<file path="config.mk">
export PLATFORM = sky130hd
export DESIGN_NAME = mips_multicycle_control
export DESIGN_NICKNAME = d
export VERILOG_FILES = /design/src/rtl/mips_multicycle_control.sv
export SDC_FILE = /design/constraint.sdc
export NUM_CORES = 1
export LEC_CHECK = 0
export CAP_MARGIN = 15
export CORE_MARGIN = 2
export CORE_UTILIZATION = 45
export CTS_CLUSTER_SIZE = 25
export DETAILED_ROUTE_END_ITERATION = 16
export GPL_ROUTABILITY_DRIVEN = 0
export PLACE_DENSITY = 0.72
export SLEW_MARGIN = 20
export SYNTH_ARGS = -nofsm -noshare
export SYNTH_HDL_FRONTEND = slang
export SYNTH_SLANG_ARGS = --single-unit
</file>
<file path="constraint.sdc">
create_clock -name CLK -period 2.15 [get_ports CLK]
set_input_delay 0.215 -clock CLK [delete_from_list [all_inputs] [get_ports CLK]]
set_output_delay 0.215 -clock CLK [all_outputs]
set_load 0.02 [all_outputs]
</file>
<file path="src/rtl/mips_multicycle_control.sv">
// Multi-cycle MIPS control unit.
// Splits each instruction into FETCH/DECODE/EXEC/MEM/WB steps and drives the
// datapath controls for that step. Controls are registered: each edge loads
// the decode of the state being entered, so outputs always match State and
// the latched instruction fields. PCSrc alone also uses the live zero flag.
// Unknown opcodes, and R-type functs outside the ALU map, park the FSM in
// TRAP until reset. Retired counts PCWrite strobes.
module mips_multicycle_control #(
    parameter int CNT_W = 16
) (
    input  logic             CLK,
    input  logic             RST,
    input  logic [5:0]       Opcode,
    input  logic [5:0]       Funct,
    input  logic             Is0,
    output logic             RegDst,
    output logic             RegWrite,
    output logic             ALUSrc,
    output logic [3:0]       ALUcontrol,
    output logic             MemWrite,
    output logic             MemRead,
    output logic             MemToReg,
    output logic             PCSrc,
    output logic             JumpPC,
    output logic             PCWrite,
    output logic             Illegal,
    output logic [2:0]       State,
    output logic [CNT_W-1:0] Retired
);

    typedef enum logic [2:0] {
        S_FETCH  = 3'd0,
        S_DECODE = 3'd1,
        S_EXEC   = 3'd2,
        S_MEM    = 3'd3,
        S_WB     = 3'd4,
        S_TRAP   = 3'd7
    } state_t;

    localparam logic [5:0] OP_RTYPE = 6'b000000;
    localparam logic [5:0] OP_LW    = 6'b100011;
    localparam logic [5:0] OP_SW    = 6'b101011;
    localparam logic [5:0] OP_ADDI  = 6'b001000;
    localparam logic [5:0] OP_BEQ   = 6'b000100;
    localparam logic [5:0] OP_J     = 6'b000010;

    localparam logic [3:0] ALU_AND = 4'b0000;
    localparam logic [3:0] ALU_OR  = 4'b0001;
    localparam logic [3:0] ALU_ADD = 4'b0101;
    localparam logic [3:0] ALU_SUB = 4'b0110;
    localparam logic [3:0] ALU_SLT = 4'b0111;

    // One bundle for every registered control; beq_exec qualifies PCSrc.
    typedef struct packed {
        logic       reg_dst;
        logic       reg_write;
        logic       alu_src;
        logic [3:0] alu_ctrl;
        logic       mem_write;
        logic       mem_read;
        logic       mem_to_reg;
        logic       jump_pc;
        logic       pc_write;
        logic       illegal;
        logic       beq_exec;
    } ctrl_t;

    // R-type funct -> {legal, ALU op}
    function automatic logic [4:0] rtype_alu(input logic [5:0] fn);
        logic [4:0] r;
        case (fn)
            6'b100000: r = {1'b1, ALU_ADD};
            6'b100010: r = {1'b1, ALU_SUB};
            6'b100100: r = {1'b1, ALU_AND};
            6'b100101: r = {1'b1, ALU_OR};
            6'b101010: r = {1'b1, ALU_SLT};
            default:   r = 5'b0_0000;
        endcase
        return r;
    endfunction

    function automatic logic instr_legal(input logic [5:0] op, input logic [5:0] fn);
        logic [4:0] r;
        logic       ok;
        r = rtype_alu(fn);
        case (op)
            OP_RTYPE:                           ok = r[4];
            OP_LW, OP_SW, OP_ADDI, OP_BEQ, OP_J: ok = 1'b1;
            default:                            ok = 1'b0;
        endcase
        return ok;
    endfunction

    // Moore control decode for a given state and instruction fields.
    function automatic ctrl_t decode_ctrl(input state_t st, input logic [5:0] op,
                                          input logic [5:0] fn);
        ctrl_t      c;
        logic [4:0] r;
        c = '0;
        r = rtype_alu(fn);
        case (st)
            S_EXEC: begin
                case (op)
                    OP_RTYPE: begin
                        c.reg_dst  = 1'b1;
                        c.alu_ctrl = r[3:0];
                    end
                    OP_ADDI, OP_LW, OP_SW: begin
                        c.alu_src  = 1'b1;
                        c.alu_ctrl = ALU_ADD;
                    end
                    OP_BEQ: begin
                        c.alu_ctrl = ALU_SUB;
                        c.pc_write = 1'b1;
                        c.beq_exec = 1'b1;
                    end
                    OP_J: begin
                        c.jump_pc  = 1'b1;
                        c.pc_write = 1'b1;
                    end
                    default: ;
                endcase
            end
            S_MEM: begin
                case (op)
                    OP_LW: begin
                        c.alu_src  = 1'b1;
                        c.alu_ctrl = ALU_ADD;
                        c.mem_read = 1'b1;
                    end
                    OP_SW: begin
                        c.alu_src   = 1'b1;
                        c.alu_ctrl  = ALU_ADD;
                        c.mem_write = 1'b1;
                        c.pc_write  = 1'b1;
                    end
                    default: ;
                endcase
            end
            S_WB: begin
                case (op)
                    OP_RTYPE: begin
                        c.reg_dst   = 1'b1;
                        c.alu_ctrl  = r[3:0];
                        c.reg_write = 1'b1;
                        c.pc_write  = 1'b1;
                    end
                    OP_ADDI: begin
                        c.alu_src   = 1'b1;
                        c.alu_ctrl  = ALU_ADD;
                        c.reg_write = 1'b1;
                        c.pc_write  = 1'b1;
                    end
                    OP_LW: begin
                        c.alu_src    = 1'b1;
                        c.alu_ctrl   = ALU_ADD;
                        c.mem_read   = 1'b1;
                        c.reg_write  = 1'b1;
                        c.mem_to_reg = 1'b1;
                        c.pc_write   = 1'b1;
                    end
                    default: ;
                endcase
            end
            S_TRAP:  c.illegal = 1'b1;
            default: ;
        endcase
        return c;
    endfunction

    state_t           state_reg, state_next;
    logic [5:0]       op_reg, op_next;
    logic [5:0]       fn_reg, fn_next;
    ctrl_t            ctrl_reg, ctrl_next;
    logic [CNT_W-1:0] retired_reg;

    // Next state, next IR fields and the controls of the state being entered.
    always_comb begin
        state_next = state_reg;
        op_next    = op_reg;
        fn_next    = fn_reg;
        case (state_reg)
            S_FETCH: begin
                op_next    = Opcode;
                fn_next    = Funct;
                state_next = S_DECODE;
            end
            S_DECODE: state_next = instr_legal(op_reg, fn_reg) ? S_EXEC : S_TRAP;
            S_EXEC: begin
                case (op_reg)
                    OP_RTYPE, OP_ADDI: state_next = S_WB;
                    OP_LW, OP_SW:      state_next = S_MEM;
                    default:           state_next = S_FETCH;
                endcase
            end
            S_MEM:   state_next = (op_reg == OP_LW) ? S_WB : S_FETCH;
            S_WB:    state_next = S_FETCH;
            S_TRAP:  state_next = S_TRAP;
            default: state_next = S_FETCH;
        endcase
        ctrl_next = decode_ctrl(state_next, op_next, fn_next);
    end

    // FSM state, instruction latch, registered controls and retire counter.
    always_ff @(posedge CLK or posedge RST) begin
        if (RST) begin
            state_reg   <= S_FETCH;
            op_reg      <= '0;
            fn_reg      <= '0;
            ctrl_reg    <= '0;
            retired_reg <= '0;
        end else begin
            state_reg <= state_next;
            op_reg    <= op_next;
            fn_reg    <= fn_next;
            ctrl_reg  <= ctrl_next;
            if (ctrl_reg.pc_write)
                retired_reg <= retired_reg + CNT_W'(1);
        end
    end

    assign RegDst     = ctrl_reg.reg_dst;
    assign RegWrite   = ctrl_reg.reg_write;
    assign ALUSrc     = ctrl_reg.alu_src;
    assign ALUcontrol = ctrl_reg.alu_ctrl;
    assign MemWrite   = ctrl_reg.mem_write;
    assign MemRead    = ctrl_reg.mem_read;
    assign MemToReg   = ctrl_reg.mem_to_reg;
    assign PCSrc      = ctrl_reg.beq_exec & Is0;
    assign JumpPC     = ctrl_reg.jump_pc;
    assign PCWrite    = ctrl_reg.pc_write;
    assign Illegal    = ctrl_reg.illegal;
    assign State      = state_reg;
    assign Retired    = retired_reg;

endmodule

</file>
==> results.md <==
* Status: completed
* Mapped cell area at approximately 2200 um2
* Vias per cell at between 5 and 6
* Initial antenna violation count at 0
* Worst skew pair latency at roughly 0.29 ns
* RSZ-0062 raised after global routing: yes
* Final Hold Viols at 0
* Postcts setup bufs at 0
* Post-DR wirelength/cell at approximately 14 um
* Avg Cell Area, Syn at approximately 10 um2
* CTS H-tree depth at 2
* # fillers at between 300 and 400
* Top fanout value on the critical path at 4
* CTS buffer count at 5
* Yosys warns at 0
* Num rows at 25
* CP max stage delay at around 0.42 ns
* Post-synth ARST share at 1.00
* Slew Limit Fails at 0
* Register Area at about 1100 um2
* Most frequent cells in the layout: clkdlybuf4s50_1, dfrtp_1, nand2_1, buf_4, xnor2_1
* Relative slew slack at 0.646
* Clock transition at path regs at roughly 0.080 ns
* Die height at 73.5 um
* Worst hold path class: in2async
* Worst Skew at between 0.003 and 0.004 ns
* EDFF count, synth at 0
* DRT Pass-1 Iters at 4
* GRT Overall Usage at 0.185
* Peak VDD IR at 639 uV
* Total core area at between 4000 and 5000 um2
* Chip Width at 73.5 um
* Layout cell share with drive strength beyond 1 at 0.144
* Worst slew pin tran at about 0.53 ns
* Cell family with most CP delay: simple AND/OR/NAND/NOR gates
* F_max at between 400 and 500 MHz
* Worst setup EP type: register
* Post-route ant nets at 0
* Final worst path period share at 0.988
* Placed Cells at roughly 320
* CP Cell Sequence: or3_4 -> or3_4 -> or3_4 -> nor3_4 -> o21ai_2 -> o41ai_2
* GR Overflow Total at 0
* CP startpoint kind: register
* CP arrival at around 2.3 ns
* Initial DRC count at around 120
* Area Growth Syn to Fin at 32.0%
* Final net count at 287
* Setup violators final at 0
* First-pass GRT wire length at approximately 7600 um
* Crit-path most repeated cell: or3_4
* Yosys reg bits at 44
* Total Wirelength at around 4600 um
* Seq/Total Area, Yosys at 0.506
* CP required at around 2.4 ns
* Clock Tree Root: clkbuf_8
* Mapped Cells at 214
* Max reg flops at 16
* Largest net degree at the start of global routing at 45
* Netlist cell types at 51
* Area occupied by multi-input gates at roughly 1000 um2
* Post-DP HPWL at about 3400 um
* # hold bufs at CTS at 0
* Final Critical Period at between 2 and 2.5 ns
* CTS tree: yes
* Max Cap Viol at 0
* CP max-delay cell: or3_4
* Critical path class: reg2reg
* Main synth FF type: dfrtp_1
* Count of buffer and inverter cells on the critical path at 0
* Via count at around 1.8k
* Port Buf Inserts at 46
* Finished Layout Cells at 325
* Leak at between 1 and 1.5 nW
* # clock sinks at 44
* Commonest non-fill, non-tap cell in the layout: clkdlybuf4s50_1
* Clock Path Buffers at 2
* Number of global-route vias before repair at between 1.5k and 2k
* DRC viols at 0
* Power per cell area at between 1000 and 1500 nW/um2
* Die area at approximately 5400 um2
* Setup TNS at 0 ns
* Initial Utilization at 0.463
* Diode count at 0
* Post-Syn Nets at 230
* I/O pins at between 40 and 50
## final timing paths
| kind | startpoint | to | slack (ns) | cells after the start |
|---|---|---|---|---|
| max in group asynchronous | RST | State[0] | 1.40 | 3 |
| hold / removal | RST | Retired[13] | 0.37 | 3 |
| setup / recovery | State[1] | ALUcontrol[1] | 0.03 | 6 |
| setup reg to reg | State[1] | ALUcontrol[1] | 0.03 | 6 |
| hold reg to reg | Retired[15] | Retired[15] | 0.48 | 1 |
| min in group CLK | Funct[4] | fn_reg[4] | 0.47 | 3 |
## power breakdown
group          internal, W  total [W]  switching [W]  leakage (nW)
Combinational     0.000630    0.00139       0.000758         0.663
Sequential         0.00101    0.00118       0.000174         0.582
Clock             0.000221   0.000485       0.000264        0.0410
Total              0.00186    0.00305        0.00120          1.29
## metal layers
| metal | up-vias | routed length [um] | track usage |
|---|---|---|---|
| li1 | 855 | - | - |
| met1 | 828 | 1970 | 0.246 |
| met2 | 67 | 2190 | 0.295 |
| met3 | 10 | 300 | 0.0453 |
| met4 | 0 | 92 | 0.0646 |
| met5 | - | 0 | 0 |
## cells in the mapped netlist, types with 2 or more instances
master    instances  area, um2
or3_1             3       18.8
clkbuf_1          4       15.0
or3_4             2       22.5
o22ai_1           2       12.5
nand2b_1          4       25.0
o21a_1            2       15.0
buf_4             4       30.0
a32oi_1           2       17.5
nor2_1            9       33.8
buf_2             2       10.0
and3_1            5       31.3
xor2_1            3       26.3
or2_1             2       12.5
nand3_1           7       35.0
nand2_1          32        120
a31oi_1           3       18.8
o31ai_1           2       15.0
and2_1            2       12.5
nor2b_1           3       18.8
o21ai_0           3       15.0
inv_1            11       41.3
or4_1             2       15.0
nor3b_1           3       22.5
xnor2_1          13        114
a21oi_1           4       20.0
nor3_1            9       45.0
mux2i_1           5       50.1
mux2_2            2       22.5
dfrtp_1          44       1100
nand4_1           4       25.0
## what timing repair did
| action | CTS | global route |
|---|---|---|
| gates resized for setup | 1 | 8 |
| setup endpoints to repair | 1 | 5 |
| pin swaps | 0 | 2 |
| cloned | 0 | 0 |
## final cells by class
cell class / count / share of cell area
Clock buffer: 6 / 0.0253
Clock inverter: 1 / 0.00174
Inverter: 11 / 0.0144
Multi-Input combinational cell: 148 / 0.351
Sequential cell: 44 / 0.384
Tap cell: 54 / 0.0235
Timing Repair Buffer: 61 / 0.200
## metrics by stage
step	utilization	instance area (um2)	setup slack, ns	power (W)	hold WS, ns
floorplan	-	2180	-0.0783	0.00206	0.320
global placement	0.586	2750	0.0442	0.00251	0.451
detailed placement	0.586	2750	-0.00425	0.00253	0.468
CTS	0.604	2830	0.0267	0.00304	0.386
global route	0.612	2870	-0.0773	0.00328	0.410
finish	0.612	2870	0.0250	0.00305	0.366
## worst register-to-register path, delay by kind of cell (launching register included)
family	cells	cell delay (ns)
compound gates	2	0.37
simple gates	4	1.26
flops	1	0.41
## logic make-up (layout without fill, tap and decap cells)
group	Yosys count	count (layout)	synth area share
and+or+nand+nor	91	91	0.219
DFF	44	44	0.506
AOI/OAI and AO/OA	32	32	0.120
buffers and inverters	22	79	0.0495
xor gates and xnor gates	16	16	0.0644
muxes	7	7	0.0334
adders and majority gates	1	1	0.00575
other	1	1	0.00172
Power figures use the tool's default switching activity.
